`src/rtl/ifmap_pkg.sv`:
```
// Shared definitions for the tagged IFmap stream: tag codes, the sender FSM
// state encoding, and the tag-selection helper used by both the sender and
// the IF-side decoder.
package ifmap_pkg;

    localparam int TAG_W = 2;

    localparam logic [TAG_W-1:0] TAG_START  = 2'b10;
    localparam logic [TAG_W-1:0] TAG_MID    = 2'b00;
    localparam logic [TAG_W-1:0] TAG_END    = 2'b01;
    localparam logic [TAG_W-1:0] TAG_SINGLE = 2'b11;

    typedef enum logic [1:0] {
        S_IDLE = 2'd0,
        S_SEND = 2'd1,
        S_FIN  = 2'd2
    } state_t;

    // A word that is both first and last belongs to a one-word frame.
    function automatic logic [TAG_W-1:0] ifmap_tag(input logic first, input logic last);
        logic [TAG_W-1:0] tag;
        if (first && last) begin
            tag = TAG_SINGLE;
        end else if (first) begin
            tag = TAG_START;
        end else if (last) begin
            tag = TAG_END;
        end else begin
            tag = TAG_MID;
        end
        return tag;
    endfunction

endpackage

```
`src/rtl/ifmap_tag_sender_if.sv`:
```
// Stream bundle between a raw IFmap source, the tag sender and the IF buffer
// write port.
//
// Handshake: a source word moves when src_valid && src_ready are both high on
// a rising clk edge. The source holds src_data stable while src_valid is high
// and src_ready is low. On the buffer side IF_wen is a plain write strobe;
// the sender never raises it while IF_full is high, and IF_din is 0 whenever
// IF_wen is 0.
interface ifmap_tag_sender_if #(
    parameter int W = 16
);
    import ifmap_pkg::*;

    logic             src_valid;
    logic [W-1:0]     src_data;
    logic             src_ready;
    logic             IF_full;
    logic             IF_wen;
    logic [W+TAG_W-1:0] IF_din;

    // Sender side: consumes the source, drives the buffer write port.
    modport master (
        input  src_valid,
        input  src_data,
        output src_ready,
        input  IF_full,
        output IF_wen,
        output IF_din
    );

    // Environment side: supplies source words and buffer status.
    modport slave (
        output src_valid,
        output src_data,
        input  src_ready,
        output IF_full,
        input  IF_wen,
        input  IF_din
    );

endinterface

```
`src/rtl/ifmap_tag_sender.sv`:
```
// Frames raw IFmap words from a valid/ready source into the tagged IF buffer
// stream. Each word gets a 2-bit frame tag prepended and is written in the
// same cycle it is accepted, so the buffer full flag back-pressures the
// source directly with no skid storage.
module ifmap_tag_sender
    import ifmap_pkg::*;
#(
    parameter int IF_SCRATCH_WIDTH = 16,
    parameter int IF_par_write     = 1,
    parameter int LEN_W            = 8
) (
    input  logic                 clk,
    input  logic                 rst,
    input  logic                 start,
    input  logic [LEN_W-1:0]     frame_len,
    ifmap_tag_sender_if.master   bus,
    output logic                 busy,
    output logic                 done,
    output logic [1:0]           dbg_state
);

    generate
        if (IF_par_write != 1) begin : g_bad_par_write
            $error("ifmap_tag_sender: only IF_par_write == 1 is supported");
        end
    endgenerate

    state_t           state_q, state_d;
    logic [LEN_W-1:0] rem_q, rem_d;
    logic             first_q, first_d;
    logic             xfer;
    logic             last_word;

    assign dbg_state = state_q;
    assign last_word = (rem_q == LEN_W'(1));

    // State, remaining-word count and first-word flag registers.
    always_ff @(posedge clk) begin
        if (rst) begin
            state_q <= S_IDLE;
            rem_q   <= '0;
            first_q <= 1'b0;
        end else begin
            state_q <= state_d;
            rem_q   <= rem_d;
            first_q <= first_d;
        end
    end

    // Next-state logic and all outputs; the write path is combinational so a
    // transfer and its buffer write happen in the same cycle.
    always_comb begin
        state_d       = state_q;
        rem_d         = rem_q;
        first_d       = first_q;
        busy          = 1'b0;
        done          = 1'b0;
        xfer          = 1'b0;
        bus.src_ready = 1'b0;
        bus.IF_wen    = 1'b0;
        bus.IF_din    = '0;

        case (state_q)
            S_IDLE: begin
                // A zero-length start is dropped silently.
                if (start && (frame_len != '0)) begin
                    rem_d   = frame_len;
                    first_d = 1'b1;
                    state_d = S_SEND;
                end
            end

            S_SEND: begin
                busy          = 1'b1;
                bus.src_ready = !bus.IF_full;
                xfer          = bus.src_valid && !bus.IF_full;
                if (xfer) begin
                    bus.IF_wen = 1'b1;
                    bus.IF_din = {ifmap_tag(first_q, last_word), bus.src_data};
                    rem_d      = rem_q - LEN_W'(1);
                    first_d    = 1'b0;
                    if (last_word) begin
                        state_d = S_FIN;
                    end
                end
            end

            S_FIN: begin
                done    = 1'b1;
                state_d = S_IDLE;
            end

            default: begin
                state_d = S_IDLE;
            end
        endcase
    end

endmodule

```
`src/flat_wrapper.sv`:
```
// flat-port wrapper written by rule: the top's interface ports become plain ports
module ifmap_tag_sender_flat import ifmap_pkg::*;
#(
    parameter int IF_SCRATCH_WIDTH = 16,
    parameter int IF_par_write     = 1,
    parameter int LEN_W            = 8
)
  (clk, rst, start, frame_len, busy, done, dbg_state, bus_src_valid, bus_src_data, bus_src_ready, bus_IF_full, bus_IF_wen, bus_IF_din);
  ifmap_tag_sender_if #(.W((16))) bus_i ();
  input  logic clk;
  input  logic rst;
  input  logic start;
  input  logic [LEN_W-1:0] frame_len;
  output logic busy;
  output logic done;
  output logic [1:0] dbg_state;
  input wire logic [$bits(bus_i.src_valid)-1:0] bus_src_valid;
  input wire logic [$bits(bus_i.src_data)-1:0] bus_src_data;
  output wire logic [$bits(bus_i.src_ready)-1:0] bus_src_ready;
  input wire logic [$bits(bus_i.IF_full)-1:0] bus_IF_full;
  output wire logic [$bits(bus_i.IF_wen)-1:0] bus_IF_wen;
  output wire logic [$bits(bus_i.IF_din)-1:0] bus_IF_din;
  assign bus_i.src_valid = bus_src_valid;
  assign bus_i.src_data = bus_src_data;
  assign bus_src_ready = bus_i.src_ready;
  assign bus_i.IF_full = bus_IF_full;
  assign bus_IF_wen = bus_i.IF_wen;
  assign bus_IF_din = bus_i.IF_din;
  ifmap_tag_sender #(.IF_SCRATCH_WIDTH(IF_SCRATCH_WIDTH), .IF_par_write(IF_par_write), .LEN_W(LEN_W)) u_core (.clk(clk), .rst(rst), .start(start), .frame_len(frame_len), .bus(bus_i), .busy(busy), .done(done), .dbg_state(dbg_state));
endmodule
```
`config.mk`:
```
export PLATFORM = sky130hd
export DESIGN_NAME = ifmap_tag_sender_flat
export DESIGN_NICKNAME = d
export VERILOG_FILES = /design/src/rtl/ifmap_pkg.sv /design/src/rtl/ifmap_tag_sender_if.sv /design/src/rtl/ifmap_tag_sender.sv /design/src/flat_wrapper.sv
export SDC_FILE = /design/constraint.sdc
export NUM_CORES = 1
export LEC_CHECK = 0
export ABC_CLOCK_PERIOD_IN_PS = 2700
export BUFFER_PORTS_ARGS = -buffer_cell sky130_fd_sc_hd__buf_2
export CAP_MARGIN = 20
export CELL_PAD_IN_SITES_DETAIL_PLACEMENT = 1
export CELL_PAD_IN_SITES_GLOBAL_PLACEMENT = 2
export CORE_MARGIN = 3
export CORE_UTILIZATION = 23
export DETAILED_ROUTE_END_ITERATION = 8
export GPL_ROUTABILITY_DRIVEN = 0
export PLACE_DENSITY_LB_ADDON = 0.1
export SETUP_SLACK_MARGIN = 0.4
export SYNTH_ARGS = -nofsm -noshare
export SYNTH_HDL_FRONTEND = slang
export SYNTH_SLANG_ARGS = --single-unit
export TNS_END_PERCENT = 50
```
`constraint.sdc`:
```
create_clock -name clk -period 2.7 [get_ports clk]
set_input_delay 0.135 -clock clk [delete_from_list [all_inputs] [get_ports clk]]
set_output_delay 0.135 -clock clk [all_outputs]
set_load 0.02 [all_outputs]
```
==> flow_summary.yaml, run 1 <==
power_and_ir_drop:
  finalPower_mw: 0.541
  power.switching_mw: 0.187
  leakagePower_nw: 0.641
  internal-power_mw: 0.354
  power_per_cell_area_mw_per_mm2: 450
  clock_power_share: 0.315
  share_comb_of_total_power: 0.333
  sw_frac_of_total: 0.346
  irDropWorstVdd_uv: 240
  power.share.sequential: 0.352
place:
  portBuffers: 52
  placement.cell_area_mm2: 0.00116
  dpl.hpwl_um: 2520
  worst_slack_at_placement_ns: 0.925
  dp_cells: 204
detailed_routing:
  dr_total_vias: 1027
  drtIter0Drc: 59
  average_wire_per_standard_cell_um: 15.4
  detailedRoute.firstPassIterationCount: 6
  vias_per_cell: 4.94
  postRouteAntennaNets: 0
  wl_um: 3200
  remaining_drc_errors: 0
die:
  dieHeight_um: 66.9
  placementRows: 21
  die_width_um: 66.9
  top_level_i_o_count: 53
  design.die.area_mm2: 0.00448
  start_util: 0.248
  core_mm2: 0.00344
clock_tree:
  tritoncts.num_buffers: 3
  post_cts_repair_setup_buffers: 0
  cts_tree: "yes"
  cts_root_buf: "clkbuf_8"
  path_clk_slew_ns: 0.05
  postCtsResizedCells: 0
  cts_max_path_buffers: 2
  postCtsHoldBufs: 0
  cts.sinks: 11
  cts_htree_levels: 1
  clkLatencyLatePin_ns: 0.24
sta:
  finalSetupViolations: 0
  period_share: 0.681
  setup-tns-final_ns: 0
  final_number_of_max_transition_violations: 0
  fin_crit_ns: 1.84
  rsz0062_at_grt: "false"
  timing.fmax_ghz: 0.544
  timing.clock.skew_ns: 0.000715
  hold_viol: 0
  final_critical_path_setup_slack_ns: 0.860
  worst_slew_pin_slew_ns: 0.687
  final_layout_worst_hold_slack_ns: 0.187
  slew_headroom: 0.539
worst_setup_path:
  worst_path_largest_cell_delay_ns: 0.35
  required_ns: 2.57
  critical_path.cell_chain: "nand2b_1 -> buf_4 -> inv_1 -> nand2_1 -> inv_1 -> buf_2"
  crit_path_category: "reg -> out"
  critical_path_arrival_ns: 1.70
  cp_max_fo: 20
  critical_path_buf_inv_count: 4
  critPathCaptureType: "output pin"
  crit_path_start_kind: "flip-flop"
  cpMaxStageDelayCell: "dfxtp_1"
  crit_family: "buffers and inverters"
  most_frequent_cell_on_the_critical_path: "inv_1"
yosys:
  number_of_enable_type_register_cells_in_the_synthesized_netlist: 0
  post_synth_instance_area_um2: 853
  syn_nets: 143
  seq_area_frac_synth: 0.258
  syn_area_per_cell_um2: 7.62
  yosys_warnings: 0
  synth_cell_types: 33
  number_of_storage_elements_in_the_synthesis_netlist: 11
  synthCells: 112
  synth_top_flop_cell: "dfxtp_1"
  synth_async_sr_flop_share: 0
final_layout:
  layout.cells.most_common: "buf_2"
  antenna_diode_instance_count: 0
  post_route_cells_drive_above_1_share: 0.401
  growth_of_design_area_from_synthesis_to_finish_pct: 40.9
  sequential_cell_area_in_the_final_layout_um2: 220
  filler_cell_count: 449
  multi_input_comb_area_um2: 574
  finish.instance_area_mm2: 0.00120
  mostFrequentLayoutCells: "52 x buf_2, 17 x and3_1, 12 x nor2_1, 12 x a21oi_1, 11 x dfxtp_1"
  num-nets-final: 194
  final-instance-count-excl-fill: 208
  util_after_layout: 0.349
global_routing:
  grt_pass1_wl_um: 5060
  grt_max_degree: 25
  antenna_found_initial: 0
  grt-ovfl-total: 0
  gr_util_all_layers: 0.148
  first_global_vias: 1045
run_status:
  status: "completed"
worst_hold_path:
  min_path_type: "in -> reg"
run:
  maxCapViolations: 0
metal layers:
layer | part of all wire | GRT usage
met2 | 0.51 | 0.254
met5 | 0 | 0
met4 | 0.0037 | 0.0228
met1 | 0.46 | 0.190
met3 | 0.025 | 0.0354
flip-flops by register name, indices dropped and copies added (netlist names):
register and cells:
u_core.dbg_state 2, u_core.first_q 1, u_core.rem_q 8
worst register-to-register path, delay by kind of cell (launching register included):
kind | cells | cell delay, ns
AND/OR/NAND/NOR | 3 | 0.67
buffers and inverters | 3 | 0.50
flip-flops | 1 | 0.35
AO/OA/AOI/OAI | 1 | 0.12
final timing paths:
| check | end | depth (start not counted) | from | slack [ns] |
|---|---|---|---|---|
| worst min-delay path | u_core.rem_q[0] | 3 | frame_len[0] | 0.19 |
| worst max register to register | u_core.rem_q[2] | 7 | u_core.dbg_state[1] | 0.94 |
| worst min register to register | u_core.first_q | 2 | u_core.first_q | 0.49 |
| worst max-delay path | bus_IF_wen | 6 | u_core.dbg_state[1] | 0.86 |
synth_stat cells (all sizes together), types with 3 or more instances:
master	number	share of area
and3	17	0.12
nor2	13	0.066
a21oi	12	0.070
dfxtp	11	0.26
inv	6	0.026
clkbuf	5	0.022
nand2b	5	0.037
o32ai	5	0.060
buf	4	0.021
nand2	3	0.013
nand3	3	0.018
nor2b	3	0.022
nor3	3	0.018
final cells by class:
class	instances	area share
clock buffers	4	0.0375
inverters	6	0.0187
multi-input cells	86	0.478
flip-flops and latches	11	0.183
well taps	46	0.0479
repair buffers	55	0.235
cell families after synthesis:
logic type,Yosys count,share of synthesized area
mux,1,0.0117
simple gates,55,0.377
flops,11,0.258
fa+ha+maj,2,0.0293
compound gates,28,0.255
buf+inv,15,0.0689
power by group through the flow:
| stage | clock, mW | combinational (mW) | sequential (mW) |
|---|---|---|---|
| detailed placement | 0 | 0.180 | 0.194 |
| global route | 0.183 | 0.200 | 0.193 |
| floorplan | 0 | 0.118 | 0.192 |
| finish | 0.170 | 0.180 | 0.190 |
| global placement | 0 | 0.179 | 0.193 |
| CTS | 0.173 | 0.181 | 0.191 |
No activity file was read; power rests on OpenSTA's default activity.
==> run 2: changes to the inputs <==
--- a/config.mk
+++ b/config.mk
@@ -5,13 +5,14 @@
 export SDC_FILE = /design/constraint.sdc
 export NUM_CORES = 1
 export LEC_CHECK = 0
-export ABC_CLOCK_PERIOD_IN_PS = 2700
+export ABC_AREA = 1
+export ABC_CLOCK_PERIOD_IN_PS = 1500
 export BUFFER_PORTS_ARGS = -buffer_cell sky130_fd_sc_hd__buf_2
 export CAP_MARGIN = 20
 export CELL_PAD_IN_SITES_DETAIL_PLACEMENT = 1
 export CELL_PAD_IN_SITES_GLOBAL_PLACEMENT = 2
 export CORE_MARGIN = 3
-export CORE_UTILIZATION = 23
+export CORE_UTILIZATION = 18
 export DETAILED_ROUTE_END_ITERATION = 8
 export GPL_ROUTABILITY_DRIVEN = 0
 export PLACE_DENSITY_LB_ADDON = 0.1
==> constraint.sdc (replaced) <==
create_clock -name clk -period 1.5 [get_ports clk]
set_input_delay 0.075 -clock clk [delete_from_list [all_inputs] [get_ports clk]]
set_output_delay 0.075 -clock clk [all_outputs]
set_load 0.02 [all_outputs]
==> run 2 against run 1 <==
  * Via count up 25%
  * Worst setup slack worse by 0.69 ns
  * Final area up 51%
  * Critical path depth unchanged
  * Sequential share of layout area down 5.4 points
  * Final cell count up 41%
  * Critical endpoint is now bus_IF_din[16]
  * Largest cell class unchanged
  * Highest routed layer unchanged
==> flow_summary.yaml, run 2 <==
yosys:
  number_of_enable_type_register_cells_in_the_synthesized_netlist: 0
  seq_area_frac_synth: 0.240
  synth_cell_types: 21
  synth_top_flop_cell: "dfxtp_1"
  synthTopCellsByCount: "47 x nor2_1, 46 x nand2_1, 12 x inv_1, 12 x nand3_1, 11 x dfxtp_1"
  synth_area_leader_cell: "dfxtp_1"
  netlist.area_leader.share: 0.240
  synthCells: 161
  post_synth_instance_area_um2: 916
  area_contributors_post_synth: "dfxtp_1 24%, nor2_1 19%, nand2_1 19%, nand3_1 6.6%, o21ai_0 4.9%"
  post-synth-top-count-cell: "nor2_1"
  yosys_warnings: 0
  syn_area_per_cell_um2: 5.69
  synth_async_sr_flop_share: 0
  syn_nets: 192
  number_of_storage_elements_in_the_synthesis_netlist: 11
place:
  dpl.hpwl_um: 2870
  placement.cell_area_mm2: 0.00138
  worst_slack_at_placement_ns: 0.203
  portBuffers: 52
  dp_cells: 279
worst_setup_path:
  reg2reg_slack_ns: 0.29
  crit_path_category: "reg -> out"
  timing.rr.start: "u_core.dbg_state[1]"
  r2r-end: "u_core.rem_q[2]"
  critPathCaptureType: "output pin"
  cp_max_fo: 2
  critical_path_arrival_ns: 1.26
  cp-endpoint: "bus_IF_din[16]"
  worst_path_largest_cell_delay_ns: 0.32
  crit_family: "simple AND/OR/NAND/NOR gates"
  critical_path_depth: 6
  critical_path_buf_inv_count: 2
  cpMaxStageDelayCell: "dfxtp_2"
  critical_path.cell_chain: "inv_2 -> nand2_4 -> nor3_4 -> nand3_2 -> nor2_2 -> buf_6"
  crit_path_start_kind: "flip-flop"
  required_ns: 1.42
  worstSetupStartpoint: "u_core.rem_q[2]"
  reg2regPathDepth: 6
clock_tree:
  cts_tree: "yes"
  clkLatencyLatePin_ns: 0.24
  postCtsHoldBufs: 0
  cts_htree_levels: 1
  cts_root_buf: "clkbuf_8"
  tritoncts.num_buffers: 3
  cts.sinks: 11
  path_clk_slew_ns: 0.05
  cts_max_path_buffers: 2
sta:
  final_number_of_max_transition_violations: 0
  worst_slew_pin_slew_ns: 0.498
  period_share: 0.887
  hold_viol: 0
  rsz0062_at_grt: "true"
  slew_headroom: 0.667
  setup-tns-final_ns: 0
  finalSetupViolations: 0
  timing.fmax_ghz: 0.751
  fin_crit_ns: 1.33
  timing.clock.skew_ns: 0.000667
  final_critical_path_setup_slack_ns: 0.169
  final_layout_worst_hold_slack_ns: 0.0343
detailed_routing:
  wl_um: 3660
  remaining_drc_errors: 0
  drtIter0Drc: 8
  vias_per_cell: 4.38
  average_wire_per_standard_cell_um: 12.5
  detailedRoute.firstPassIterationCount: 3
  postRouteAntennaNets: 0
  dr_total_vias: 1287
power_and_ir_drop:
  power.switching_mw: 0.479
  finalPower_mw: 1.24
  share_comb_of_total_power: 0.463
  clock_power_share: 0.250
  internal-power_mw: 0.765
  power_per_cell_area_mw_per_mm2: 684
  irDropWorstVdd_uv: 471
  power.share.sequential: 0.287
  sw_frac_of_total: 0.385
  leakagePower_nw: 0.814
die:
  start_util: 0.190
  top_level_i_o_count: 53
  die_width_um: 77.3
  placementRows: 25
  dieHeight_um: 77.3
  core_mm2: 0.00482
  design.die.area_mm2: 0.00598
final_layout:
  largest-register: "u_core.rem_q"
  finish.instance_area_mm2: 0.00182
  growth_of_design_area_from_synthesis_to_finish_pct: 98.8
  filler_cell_count: 617
  final-instance-count-excl-fill: 294
  util_after_layout: 0.378
  layout.cells.most_common: "nand2_1"
  post_route_cells_drive_above_1_share: 0.542
  mostFrequentLayoutCells: "43 x nand2_1, 37 x buf_2, 22 x nor2_1, 21 x nor2_4, 13 x buf_4"
  num-nets-final: 259
  largest_reg_flops: 8
  antenna_diode_instance_count: 0
  sequential_cell_area_in_the_final_layout_um2: 235
  multi_input_comb_area_um2: 852
global_routing:
  first_global_vias: 1298
  grt-ovfl-total: 0
  grt_pass1_wl_um: 6150
  gr_util_all_layers: 0.127
  antenna_found_initial: 0
  grt_max_degree: 20
worst_hold_path:
  min_path_type: "in -> reg"
run_status:
  status: "completed"
run:
  maxCapViolations: 0
-- run 2: cell types whose count changed after synthesis, moves of 6 or more --
cell / change
inv_1: +6
nor2_1: +35
a21oi_1: -10
and3_1: -17
nand3_1: +9
nand2_1: +43
o21ai_0: +9
-- run 2: worst min-delay path by stage --
| stage | start | endpoint | slack (ns) | depth (start not counted) |
|---|---|---|---|---|
| floorplan | rst | u_core.dbg_state[0] | 0.13 | 1 |
| global placement | rst | u_core.dbg_state[0] | 0.27 | 2 |
| detailed placement | rst | u_core.dbg_state[0] | 0.28 | 2 |
| CTS | rst | u_core.dbg_state[0] | 0.02 | 2 |
| global route | rst | u_core.first_q | 0.04 | 2 |
| finish | rst | u_core.first_q | 0.03 | 2 |
-- run 2: cell type report --
| type | count | share of cell area |
|---|---|---|
| timing repair buffer | 66 | 0.291 |
| tap | 67 | 0.0460 |
| clock buffer | 4 | 0.0247 |
| inverter | 14 | 0.0412 |
| sequential | 11 | 0.129 |
| multi-input combinational | 132 | 0.468 |
-- run 2: cells by family (layout without fill, tap and decap cells) --
family                   Yosys count  in the layout  share of synthesized area
AO/OA/AOI/OAI                     13             13                     0.0861
adder cells (fa/ha/maj)            2              2                     0.0273
buffers and inverters             18             84                     0.0984
flip-flops                        11             11                      0.240
AND/OR/NAND/NOR                  117            117                      0.548
-- run 2: what timing repair did --
| item | 4_1_cts | 5_1_grt |
|---|---|---|
| gates resized for setup | 25 | 49 |
| setup endpoints to repair | 29 | 31 |
| endpoints found under the hold margin | 0 | 0 |
| buffers inserted | 4 | 4 |
| gates cloned | 2 | 1 |
| pin swaps | 1 | 16 |
-- run 2: power by group through the flow --
| stage | clock network, mW | logic, mW | registers, mW |
|---|---|---|---|
| 5_1_grt | 0.342 | 0.645 | 0.363 |
| 3_5_place_dp | 0 | 0.413 | 0.355 |
| 2_1_floorplan | 0 | 0.289 | 0.353 |
| 4_1_cts | 0.330 | 0.476 | 0.351 |
| 6_report | 0.311 | 0.577 | 0.357 |
| 3_3_place_gp | 0 | 0.407 | 0.353 |
-- run 2: routing by layer --
metal / GRT usage / up-vias / share of wire
met5: 0 / - / 0
met4: 0.0231 / 0 / 0.0049
met3: 0.0348 / 2 / 0.051
met2: 0.225 / 29 / 0.56
met1: 0.152 / 616 / 0.38
li1: - / 640 / -
-- run 2: worst reg2reg max path, stage by stage (launching register included) --
cell,delay (ns)
dfxtp_4,0.36
nor3b_4,0.25
o21ai_4,0.12
nand2_4,0.14
inv_8,0.07
nor2_1,0.11
nor2_1,0.05
==> run 3: changes to the inputs <==
--- a/config.mk
+++ b/config.mk
@@ -13,6 +13,7 @@
 export CELL_PAD_IN_SITES_GLOBAL_PLACEMENT = 2
 export CORE_MARGIN = 3
 export CORE_UTILIZATION = 18
+export CTS_BUF_LIST = sky130_fd_sc_hd__clkbuf_8
 export DETAILED_ROUTE_END_ITERATION = 8
 export GPL_ROUTABILITY_DRIVEN = 0
 export PLACE_DENSITY_LB_ADDON = 0.1
==> run 3 against run 2 <==
  * Sequential power about the same
  * Critical endpoint unchanged
  * Critical path depth did not move
  * Sequential share of layout area stayed put
  * Final cell count stayed put
  * Global-route usage unchanged
  * Via count unchanged
  * Register-to-register slack is essentially flat
  * Clock power down 2%
==> flow_summary.yaml, run 3 (same netlist as run 2, synthesis figures left out) <==
clock_tree:
  path_clk_slew_ns: 0.05
  postCtsHoldBufs: 0
  cts_max_path_buffers: 2
  cts_tree: "yes"
  tritoncts.num_buffers: 3
  clkLatencyLatePin_ns: 0.24
  cts_htree_levels: 1
  cts_root_buf: "clkbuf_8"
  cts.sinks: 11
power_and_ir_drop:
  sw_frac_of_total: 0.387
  power.share.sequential: 0.289
  share_comb_of_total_power: 0.466
  clock_power_share: 0.246
  power.switching_mw: 0.480
  power_per_cell_area_mw_per_mm2: 680
  internal-power_mw: 0.758
  leakagePower_nw: 0.818
  finalPower_mw: 1.24
  irDropWorstVdd_uv: 472
final_layout:
  mostFrequentLayoutCells: "43 x nand2_1, 37 x buf_2, 22 x nor2_1, 21 x nor2_4, 13 x buf_4"
  largest_reg_flops: 8
  multi_input_comb_area_um2: 852
  sequential_cell_area_in_the_final_layout_um2: 235
  layout.cells.most_common: "nand2_1"
  largest-register: "u_core.rem_q"
  growth_of_design_area_from_synthesis_to_finish_pct: 98.8
  num-nets-final: 259
  post_route_cells_drive_above_1_share: 0.542
  filler_cell_count: 617
  antenna_diode_instance_count: 0
sta:
  timing.clock.skew_ns: 0.000471
  slew_headroom: 0.667
  setup-tns-final_ns: 0
  final_number_of_max_transition_violations: 0
  period_share: 0.888
  timing.fmax_ghz: 0.751
  final_layout_worst_hold_slack_ns: 0.0343
  rsz0062_at_grt: "true"
  final_critical_path_setup_slack_ns: 0.169
  finalSetupViolations: 0
  fin_crit_ns: 1.33
  hold_viol: 0
  worst_slew_pin_slew_ns: 0.498
worst_hold_path:
  worst_hold_path.endpoint: "u_core.first_q"
  min_path_type: "in -> reg"
  worstHoldPathCells: 2
  worst_hold_startpoint: "rst"
global_routing:
  first_global_vias: 1298
  grt_max_degree: 20
  antenna_found_initial: 0
  grt_pass1_wl_um: 6150
  gr_util_all_layers: 0.127
  grt-ovfl-total: 0
die:
  start_util: 0.190
  placementRows: 25
  core_mm2: 0.00482
  dieHeight_um: 77.3
  die_width_um: 77.3
  top_level_i_o_count: 53
  design.die.area_mm2: 0.00598
place:
  portBuffers: 52
  worst_slack_at_placement_ns: 0.203
  dpl.hpwl_um: 2870
worst_setup_path:
  required_ns: 1.42
  reg2reg_slack_ns: 0.29
  worst_path_largest_cell_delay_ns: 0.32
  crit_family: "simple AND/OR/NAND/NOR gates"
  cp_max_fo: 2
  critical_path_buf_inv_count: 2
  timing.rr.start: "u_core.dbg_state[1]"
  critical_path_arrival_ns: 1.26
  crit_path_category: "reg -> out"
  cpMaxStageDelayCell: "dfxtp_2"
  r2r-end: "u_core.rem_q[2]"
  critical_path.cell_chain: "inv_2 -> nand2_4 -> nor3_4 -> nand3_2 -> nor2_2 -> buf_6"
  critPathCaptureType: "output pin"
  crit_path_start_kind: "flip-flop"
  reg2regPathDepth: 6
run:
  maxCapViolations: 0
detailed_routing:
  drtIter0Drc: 8
  average_wire_per_standard_cell_um: 12.5
  postRouteAntennaNets: 0
  detailedRoute.firstPassIterationCount: 3
  dr_total_vias: 1287
  wl_um: 3660
  remaining_drc_errors: 0
  vias_per_cell: 4.38
run_status:
  status: "completed"
-- run 3: how the worst max path moves through the flow --
stage	end	startpoint	cells past startpoint	slack, ns
final	bus_IF_din[16]	u_core.rem_q[2]	6	0.17
after global routing	bus_IF_din[16]	u_core.rem_q[3]	6	0.09
after CTS	bus_IF_din[16]	u_core.rem_q[3]	6	0.16
after detailed placement	u_core.rem_q[5]	u_core.dbg_state[1]	8	0.20
after global placement	u_core.rem_q[7]	u_core.dbg_state[1]	8	0.21
after floorplan	bus_IF_din[10]	u_core.dbg_state[1]	6	0.39
-- run 3: metrics by stage --
step,util,instance area [um^2],instances
3_3_place_gp,0.287,1380,279
4_1_cts,0.330,1590,289
2_1_floorplan,-,1050,161
5_1_grt,0.378,1820,294
6_report,0.378,1820,294
3_5_place_dp,0.287,1380,279
-- run 3: timing repair --
item / 4_1_cts / 5_1_grt
setup buffers: 4 / 4
gates cloned: 2 / 1
gates resized for setup: 25 / 49
pin swaps: 1 / 16
setup endpoints to repair: 29 / 31
-- run 3: final cells by class --
cell class                 count  share of cell area
multi-input combinational    132               0.468
timing repair buffer          66               0.291
sequential                    11               0.129
tap                           67              0.0460
inverter                      14              0.0412
clock buffer                   3              0.0227
clock inverter                 1             0.00206
-- run 3: routing by layer --
metal  part of all wire  GRT usage  vias up
met3              0.051     0.0348        2
met5                  0          0        -
met1               0.38      0.152      616
met2               0.56      0.225       29
met4             0.0049     0.0231        0
li1                   -          -      640
-- run 3: power by group through the flow --
stage	Combinational (mW)	Sequential, mW	Clock [mW]
4_1_cts	0.476	0.351	0.323
5_1_grt	0.645	0.363	0.336
3_3_place_gp	0.407	0.353	0
3_5_place_dp	0.413	0.355	0
6_report	0.577	0.357	0.304
2_1_floorplan	0.289	0.353	0
